--- src/rtl/mem_response_stage.sv ---
// Memory response stage between EX and WB.
// Holds one instruction. A load waits here for its in-order data_ok response,
// and the load data is aligned and extended before it is handed to WB.
// Responses that belong to flushed loads are counted and dropped, so stale
// data never reaches WB.
module mem_response_stage #(
    parameter int DATA_WIDTH      = 32,
    parameter int PC_WIDTH        = 32,
    parameter int REG_ADDR_WIDTH  = 5,
    parameter int MAX_OUTSTANDING = 2,
    localparam int NB             = DATA_WIDTH / 8,
    localparam int OFF_W          = $clog2(NB)
) (
    input  logic                      clock,
    input  logic                      reset,
    input  logic                      in_valid,
    output logic                      in_ready,
    input  logic [PC_WIDTH-1:0]       in_pc,
    input  logic [REG_ADDR_WIDTH-1:0] in_dest,
    input  logic                      in_reg_write,
    input  logic                      in_is_load,
    input  logic [2:0]                in_load_kind,
    input  logic                      in_unsigned,
    input  logic [OFF_W-1:0]          in_addr_low,
    input  logic [DATA_WIDTH-1:0]     in_alu_result,
    input  logic                      flush,
    input  logic                      data_ok,
    input  logic [DATA_WIDTH-1:0]     data_rdata,
    output logic                      out_valid,
    input  logic                      out_ready,
    output logic [PC_WIDTH-1:0]       out_pc,
    output logic [REG_ADDR_WIDTH-1:0] out_dest,
    output logic [NB-1:0]             out_wstrb,
    output logic [DATA_WIDTH-1:0]     out_result,
    output logic                      fwd_valid,
    output logic                      fwd_data_ok
);

    localparam int CNT_W = $clog2(MAX_OUTSTANDING + 1);

    localparam logic [2:0] LK_BYTE  = 3'd0;
    localparam logic [2:0] LK_HALF  = 3'd1;
    localparam logic [2:0] LK_WORD  = 3'd2;
    localparam logic [2:0] LK_LEFT  = 3'd4;
    localparam logic [2:0] LK_RIGHT = 3'd5;

    typedef enum logic [1:0] {
        ST_EMPTY     = 2'd0,
        ST_WAIT_DATA = 2'd1,
        ST_DONE      = 2'd2
    } state_t;

    state_t                    state_q, state_d;
    logic [CNT_W-1:0]          discard_cnt_q, discard_cnt_d;
    logic                      resp_buf_valid_q, resp_buf_valid_d;
    logic [DATA_WIDTH-1:0]     resp_buf_q, resp_buf_d;
    logic [PC_WIDTH-1:0]       pc_q, pc_d;
    logic [REG_ADDR_WIDTH-1:0] dest_q, dest_d;
    logic                      reg_write_q, reg_write_d;
    logic [2:0]                kind_q, kind_d;
    logic                      unsigned_q, unsigned_d;
    logic [OFF_W-1:0]          addr_low_q, addr_low_d;
    logic [DATA_WIDTH-1:0]     alu_q, alu_d;

    logic             stage_valid;
    logic             fire_out;
    logic             accept;
    logic             kill_wait;
    logic             drop_resp;
    logic             capture;
    logic [CNT_W:0]   cnt_sum;
    logic             cnt_overflow;

    // Select the addressed lane and extend it; left/right merge shifts.
    function automatic logic [DATA_WIDTH-1:0] align_load(
        input logic [2:0]            kind,
        input logic                  is_unsigned,
        input logic [OFF_W-1:0]      k,
        input logic [DATA_WIDTH-1:0] rdata
    );
        logic [DATA_WIDTH-1:0]        lane;
        logic signed [7:0]            lane_b;
        logic signed [15:0]           lane_h;
        logic signed [31:0]           lane_w;
        logic signed [DATA_WIDTH-1:0] ext;
        int unsigned                  sh_lane;
        int unsigned                  sh_left;
        sh_lane = 32'(k) * 8;
        sh_left = (32'(NB - 1) - 32'(k)) * 8;
        lane    = rdata >> sh_lane;
        lane_b  = signed'(lane[7:0]);
        lane_h  = signed'(lane[15:0]);
        lane_w  = signed'(lane[31:0]);
        case (kind)
            LK_BYTE: begin
                ext = lane_b;
                if (is_unsigned) align_load = DATA_WIDTH'(lane[7:0]);
                else             align_load = ext;
            end
            LK_HALF: begin
                ext = lane_h;
                if (is_unsigned) align_load = DATA_WIDTH'(lane[15:0]);
                else             align_load = ext;
            end
            LK_WORD: begin
                ext = lane_w;
                if (is_unsigned) align_load = DATA_WIDTH'(lane[31:0]);
                else             align_load = ext;
            end
            LK_LEFT:  align_load = rdata << sh_left;
            LK_RIGHT: align_load = rdata >> sh_lane;
            default:  align_load = rdata;
        endcase
    endfunction

    // Register byte-write strobe; only the partial merges write a subset.
    function automatic logic [NB-1:0] load_strobe(
        input logic [2:0]       kind,
        input logic [OFF_W-1:0] k
    );
        logic [NB-1:0] ones;
        ones = '1;
        case (kind)
            LK_LEFT:  load_strobe = ones << (32'(NB - 1) - 32'(k));
            LK_RIGHT: load_strobe = ones >> k;
            default:  load_strobe = ones;
        endcase
    endfunction

    assign stage_valid = (state_q != ST_EMPTY);
    assign out_valid   = (state_q == ST_DONE);
    assign fire_out    = out_valid & out_ready;
    assign in_ready    = ~stage_valid | fire_out;
    assign accept      = in_valid & in_ready & ~flush;
    // A flushed load still owes a response; it must be swallowed later.
    assign kill_wait   = flush & (state_q == ST_WAIT_DATA);
    // With a simultaneous flush the arriving response is the killed load's own.
    assign drop_resp   = data_ok & ((discard_cnt_q != '0) | kill_wait);
    assign capture     = data_ok & (discard_cnt_q == '0) & (state_q == ST_WAIT_DATA) & ~flush;

    assign out_pc      = pc_q;
    assign out_dest    = dest_q;
    assign out_result  = resp_buf_valid_q ? align_load(kind_q, unsigned_q, addr_low_q, resp_buf_q)
                                          : alu_q;
    assign out_wstrb   = !out_valid       ? '0
                       : resp_buf_valid_q ? load_strobe(kind_q, addr_low_q)
                                          : '1;
    assign fwd_valid   = stage_valid & reg_write_q;
    assign fwd_data_ok = (state_q == ST_DONE);

    // Stage state: capture, hand-off and acceptance, with flush taking priority.
    always_comb begin
        state_d          = state_q;
        resp_buf_valid_d = resp_buf_valid_q;
        if (capture) begin
            state_d          = ST_DONE;
            resp_buf_valid_d = 1'b1;
        end
        if (fire_out) begin
            state_d = ST_EMPTY;
        end
        if (accept) begin
            state_d          = in_is_load ? ST_WAIT_DATA : ST_DONE;
            resp_buf_valid_d = 1'b0;
        end
        if (flush) begin
            state_d = ST_EMPTY;
        end
    end

    // Count of responses still owed to flushed loads, saturating at the limit.
    always_comb begin
        cnt_sum       = {1'b0, discard_cnt_q} + (CNT_W + 1)'(kill_wait) - (CNT_W + 1)'(drop_resp);
        cnt_overflow  = (cnt_sum > (CNT_W + 1)'(MAX_OUTSTANDING));
        discard_cnt_d = cnt_overflow ? CNT_W'(MAX_OUTSTANDING) : cnt_sum[CNT_W-1:0];
    end

    // Instruction fields latch on acceptance; response data on capture.
    always_comb begin
        pc_d        = pc_q;
        dest_d      = dest_q;
        reg_write_d = reg_write_q;
        kind_d      = kind_q;
        unsigned_d  = unsigned_q;
        addr_low_d  = addr_low_q;
        alu_d       = alu_q;
        resp_buf_d  = capture ? data_rdata : resp_buf_q;
        if (accept) begin
            pc_d        = in_pc;
            dest_d      = in_dest;
            reg_write_d = in_reg_write;
            kind_d      = in_load_kind;
            unsigned_d  = in_unsigned;
            addr_low_d  = in_addr_low;
            alu_d       = in_alu_result;
        end
    end

    // Control registers; these are the only ones that need a reset value.
    always_ff @(posedge clock) begin
        if (reset) begin
            state_q          <= ST_EMPTY;
            discard_cnt_q    <= '0;
            resp_buf_valid_q <= 1'b0;
        end else begin
            state_q          <= state_d;
            discard_cnt_q    <= discard_cnt_d;
            resp_buf_valid_q <= resp_buf_valid_d;
        end
    end

    // Payload registers; qualified by the control state, so left unreset.
    always_ff @(posedge clock) begin
        pc_q        <= pc_d;
        dest_q      <= dest_d;
        reg_write_q <= reg_write_d;
        kind_q      <= kind_d;
        unsigned_q  <= unsigned_d;
        addr_low_q  <= addr_low_d;
        alu_q       <= alu_d;
        resp_buf_q  <= resp_buf_d;
    end

    // More flushed loads in flight than the counter can hold.
    discard_overflow_a: assert property (@(posedge clock) disable iff (reset) !cnt_overflow);

endmodule

--- config.mk ---
export PLATFORM = sky130hd
export DESIGN_NAME = mem_response_stage
export DESIGN_NICKNAME = d
export VERILOG_FILES = /design/src/rtl/mem_response_stage.sv
export SDC_FILE = /design/constraint.sdc
export NUM_CORES = 1
export LEC_CHECK = 0
export ABC_CLOCK_PERIOD_IN_PS = 4400
export BUFFER_PORTS_ARGS = -buffer_cell sky130_fd_sc_hd__buf_2
export CAP_MARGIN = 20
export CORE_MARGIN = 8
export CORE_UTILIZATION = 40
export DETAILED_ROUTE_END_ITERATION = 6
export PLACE_DENSITY = 0.69
export SYNTH_ARGS = -nofsm -noshare
export SYNTH_HDL_FRONTEND = slang
export SYNTH_SLANG_ARGS = --single-unit
--- constraint.sdc ---
create_clock -name clock -period 4.4 [get_ports clock]
set_clock_uncertainty 0.15 [all_clocks]
set_input_delay 0.88 -clock clock [delete_from_list [all_inputs] [get_ports clock]]
set_output_delay 0.88 -clock clock [all_outputs]
set_load 0.005 [all_outputs]
==> results.py <==
metrics = {
    "run_status": {
        "status": "finished, final reports clean",
    },
    "critical_path": {
        "startpoint": "kind_q[0]",
        "crit_buf_inv": 2,
        "path_class": "reg2out",
        "required_ns": 3.37,
        "cpMostUsedCell": "a21oi_1",
        "worst_path_max_delay_cell": "nor2_1",
        "cp_top_family": "simple AND/OR/NAND/NOR gates",
        "start_kind": "flip-flop",
        "worstSetupEndpointType": "primary output",
        "arrival_ns": 2.95,
        "path_cells": "inv_1, nand3b_1, nor2_1, a21oi_1, a21oi_1, buf_2",
        "cpPeakStageDelay_ns": 0.82,
        "worstPathMaxFanout": 13,
        "rr_startpoint": "state_q[0]",
    },
    "sta": {
        "max_freq_mhz": 251,
        "fin_crit_sh": 0.905,
        "hold_viol": 0,
        "setup_tns_ns": 0,
        "rsz0062_at_grt": "false",
        "fin_crit_ns": 3.98,
        "drv_slew": 0,
        "maxSlewHeadroom": 0.298,
        "timing.final.ws_setup_ns": 0.418,
        "setup_violations": 0,
        "tightest_slew_ns": 1.02,
    },
    "layout": {
        "drive_gt1_frac": 0.445,
        "area_growth_pct": 34.8,
        "mostFrequentLayoutCell": "buf_2",
        "final_nets": 699,
        "nFillCells": 1081,
        "final_cell_mix": "buf_2 (191), edfxtp_1 (108), nor2_1 (48), a21oi_1 (39), mux2_2 (23)",
        "antennaDiodeCount": 0,
    },
    "die": {
        "die_w_um": 129,
        "dieArea_mm2": 0.0167,
        "rows": 41,
        "ios": 192,
        "initial_core_util": 0.407,
        "die_h_um": 129,
        "design.core.area_mm2": 0.0126,
    },
    "clock_network": {
        "cts_max_level": 4,
        "postCtsHoldBufs": 0,
        "cts_resized": 0,
        "postCtsSetupBuffers": 0,
        "cts_buffers": 17,
        "cts_tree": "yes",
        "numClockSinks": 113,
        "clk_pin_slew_worst_paths_ns": 0.06,
        "clk_latency_ns": 0.41,
        "clockBufferDepth": 2,
        "root_buffer": "clkbuf_16",
    },
    "yosys": {
        "synth_area_per_cell_um2": 13.4,
        "synth.distinct_cells": 46,
        "yosys_warnings": 0,
        "syn_area_mm2": 0.00512,
        "synthMuxAreaShare": 0.0760,
        "syn_nets": 499,
        "async_flop_share": 0,
        "netlist_instances": 381,
        "synth_xor_area_frac": 0.00171,
        "seq_area_frac_synth": 0.653,
        "synth_compound_area_frac": 0.158,
        "ys.flop_type": "edfxtp_1",
        "synth_top_family_by_area": "compound AO/OA/AOI/OAI gates",
        "synth_fa_ha_area_frac": 0.00880,
        "ys_ff_latch": 113,
        "synth_edf_count": 108,
        "yosys.area_share.simple": 0.0755,
    },
    "pwr": {
        "p_leak_nw": 2.79,
        "p_switching_w": 0.000628,
        "peakVddDrop_mv": 0.371,
        "swShare": 0.211,
        "combPwrFrac": 0.079,
        "power_frac_seq": 0.421,
        "clkPwrFrac": 0.499,
        "p_per_area_mw_per_mm2": 430,
        "power.internal_w": 0.00234,
    },
    "placed_design": {
        "pre_cts_slack_ns": 0.882,
        "port_buffers": 191,
        "finalWeightedCongestion": 0.925,
        "dp_hpwl_um": 11600,
    },
    "grt": {
        "track_usage": 0.190,
        "grt-ovfl-total": 0,
        "grt_max_degree": 37,
        "antenna_found_initial": 0,
        "grt_pass1_vias": 4292,
        "grt_pass1_wl_um": 23700,
    },
    "hold_path": {
        "min_path_type": "in2reg",
        "hp-start": "in_pc[6]",
    },
    "route": {
        "drc": 0,
        "drt.antenna.violating_nets": 0,
        "detail_route.wl_per_cell_um": 20.9,
        "wl_um": 16000,
        "vias": 4040,
        "first_pass_iters": 5,
        "viasPerCell": 5.28,
        "first_iter_violations": 219,
    },
    "job": {
        "maxCapViolCount": 0,
    },
}
through the flow:
| step | hold slack [ns] | cell area [µm²] | instances | utilization | total power [W] |
|---|---|---|---|---|---|
| floorplan | 0.448 | 5120 | 381 | - | 0.00139 |
| global placement | 0.466 | 6260 | 733 | 0.498 | 0.00150 |
| detailed placement | 0.503 | 6260 | 733 | 0.498 | 0.00151 |
| CTS | 0.474 | 6900 | 764 | 0.549 | 0.00299 |
| global route | 0.475 | 6910 | 765 | 0.549 | 0.00306 |
| finish | 0.488 | 6910 | 765 | 0.549 | 0.00297 |
cell usage after synthesis (2+ instances only):
cell type | count | area share
buf_6 | 2 | 0.0044
buf_4 | 3 | 0.0044
nand2b_1 | 7 | 0.0086
edfxtp_1 | 108 | 0.63
o21ai_0 | 16 | 0.016
buf_2 | 3 | 0.0029
nand2_1 | 8 | 0.0059
a221oi_1 | 9 | 0.015
ha_1 | 2 | 0.0049
o31ai_1 | 8 | 0.012
mux2i_1 | 10 | 0.020
mux2_4 | 2 | 0.0059
a22oi_1 | 9 | 0.013
mux2_2 | 23 | 0.051
o22ai_1 | 16 | 0.020
a21oi_1 | 39 | 0.038
clkbuf_1 | 12 | 0.0088
nor2b_1 | 2 | 0.0024
a31oi_1 | 2 | 0.0024
nor3_1 | 2 | 0.0020
inv_1 | 7 | 0.0051
nand3b_1 | 2 | 0.0029
nor2_1 | 48 | 0.035
nor3b_1 | 2 | 0.0029
and2b_1 | 2 | 0.0029
a22o_1 | 9 | 0.015
a221oi_4 | 2 | 0.010
o21ai_1 | 3 | 0.0029
dfxtp_1 | 5 | 0.020
and4b_1 | 2 | 0.0039
logic make-up after synthesis:
group | after synthesis
fa+ha+maj | 3
buf+inv | 29
simple gates | 81
xor+xnor | 1
flops | 113
mux | 35
compound gates | 119
final cells by class:
cell class / instances / area, µm² / area share
timing repair buffer: 202 / 1040 / 0.150
tap: 172 / 215 / 0.0312
clock buffer: 17 / 425 / 0.0616
sequential: 113 / 3340 / 0.484
inverter: 8 / 30.0 / 0.00435
clock inverter: 14 / 213 / 0.0308
multi-input combinational: 239 / 1640 / 0.238
sequential cells by signal (all words and copies together) (netlist names):
register and count:
addr_low_q 2, alu_q 32, discard_cnt_q 2, kind_q 3, out_dest 5, out_pc 32, reg_write_q 1, resp_buf_q 32
resp_buf_valid_q 1, state_q 2, unsigned_q 1
power groups by stage:
stage	Sequential [W]	Combinational [W]	Clock, W
after floorplan	0.00127	0.000120	0
final	0.00125	0.000236	0.00148
after global routing	0.00126	0.000260	0.00154
after CTS	0.00125	0.000239	0.00150
after detailed placement	0.00127	0.000237	0
after global placement	0.00127	0.000228	0
routing by layer:
layer,part of all wire,GRT usage,up-vias
met5,0,0,-
li1,-,-,1892
met3,0.099,0.0867,21
met1,0.38,0.204,1913
met2,0.50,0.321,214
met4,0.020,0.0781,0
worst paths after layout:
| path | end | slack, ns | depth (start not counted) |
|---|---|---|---|
| min | out_pc[6] | 0.49 | 1 |
| max reg2reg | state_q[1] | 2.07 | 5 |
| min reg2reg | discard_cnt_q[1] | 0.51 | 2 |
| max | out_result[10] | 0.42 | 6 |
worst register-to-register path, stage by stage, from the launching register on:
cell and delay, ns:
dfxtp_1 0.34, inv_1 0.09, nor2_1 0.14, and4b_1 0.83
a221oi_1 0.11, a2111oi_0 0.52
Note: power is estimated with default switching activity, not from simulation.
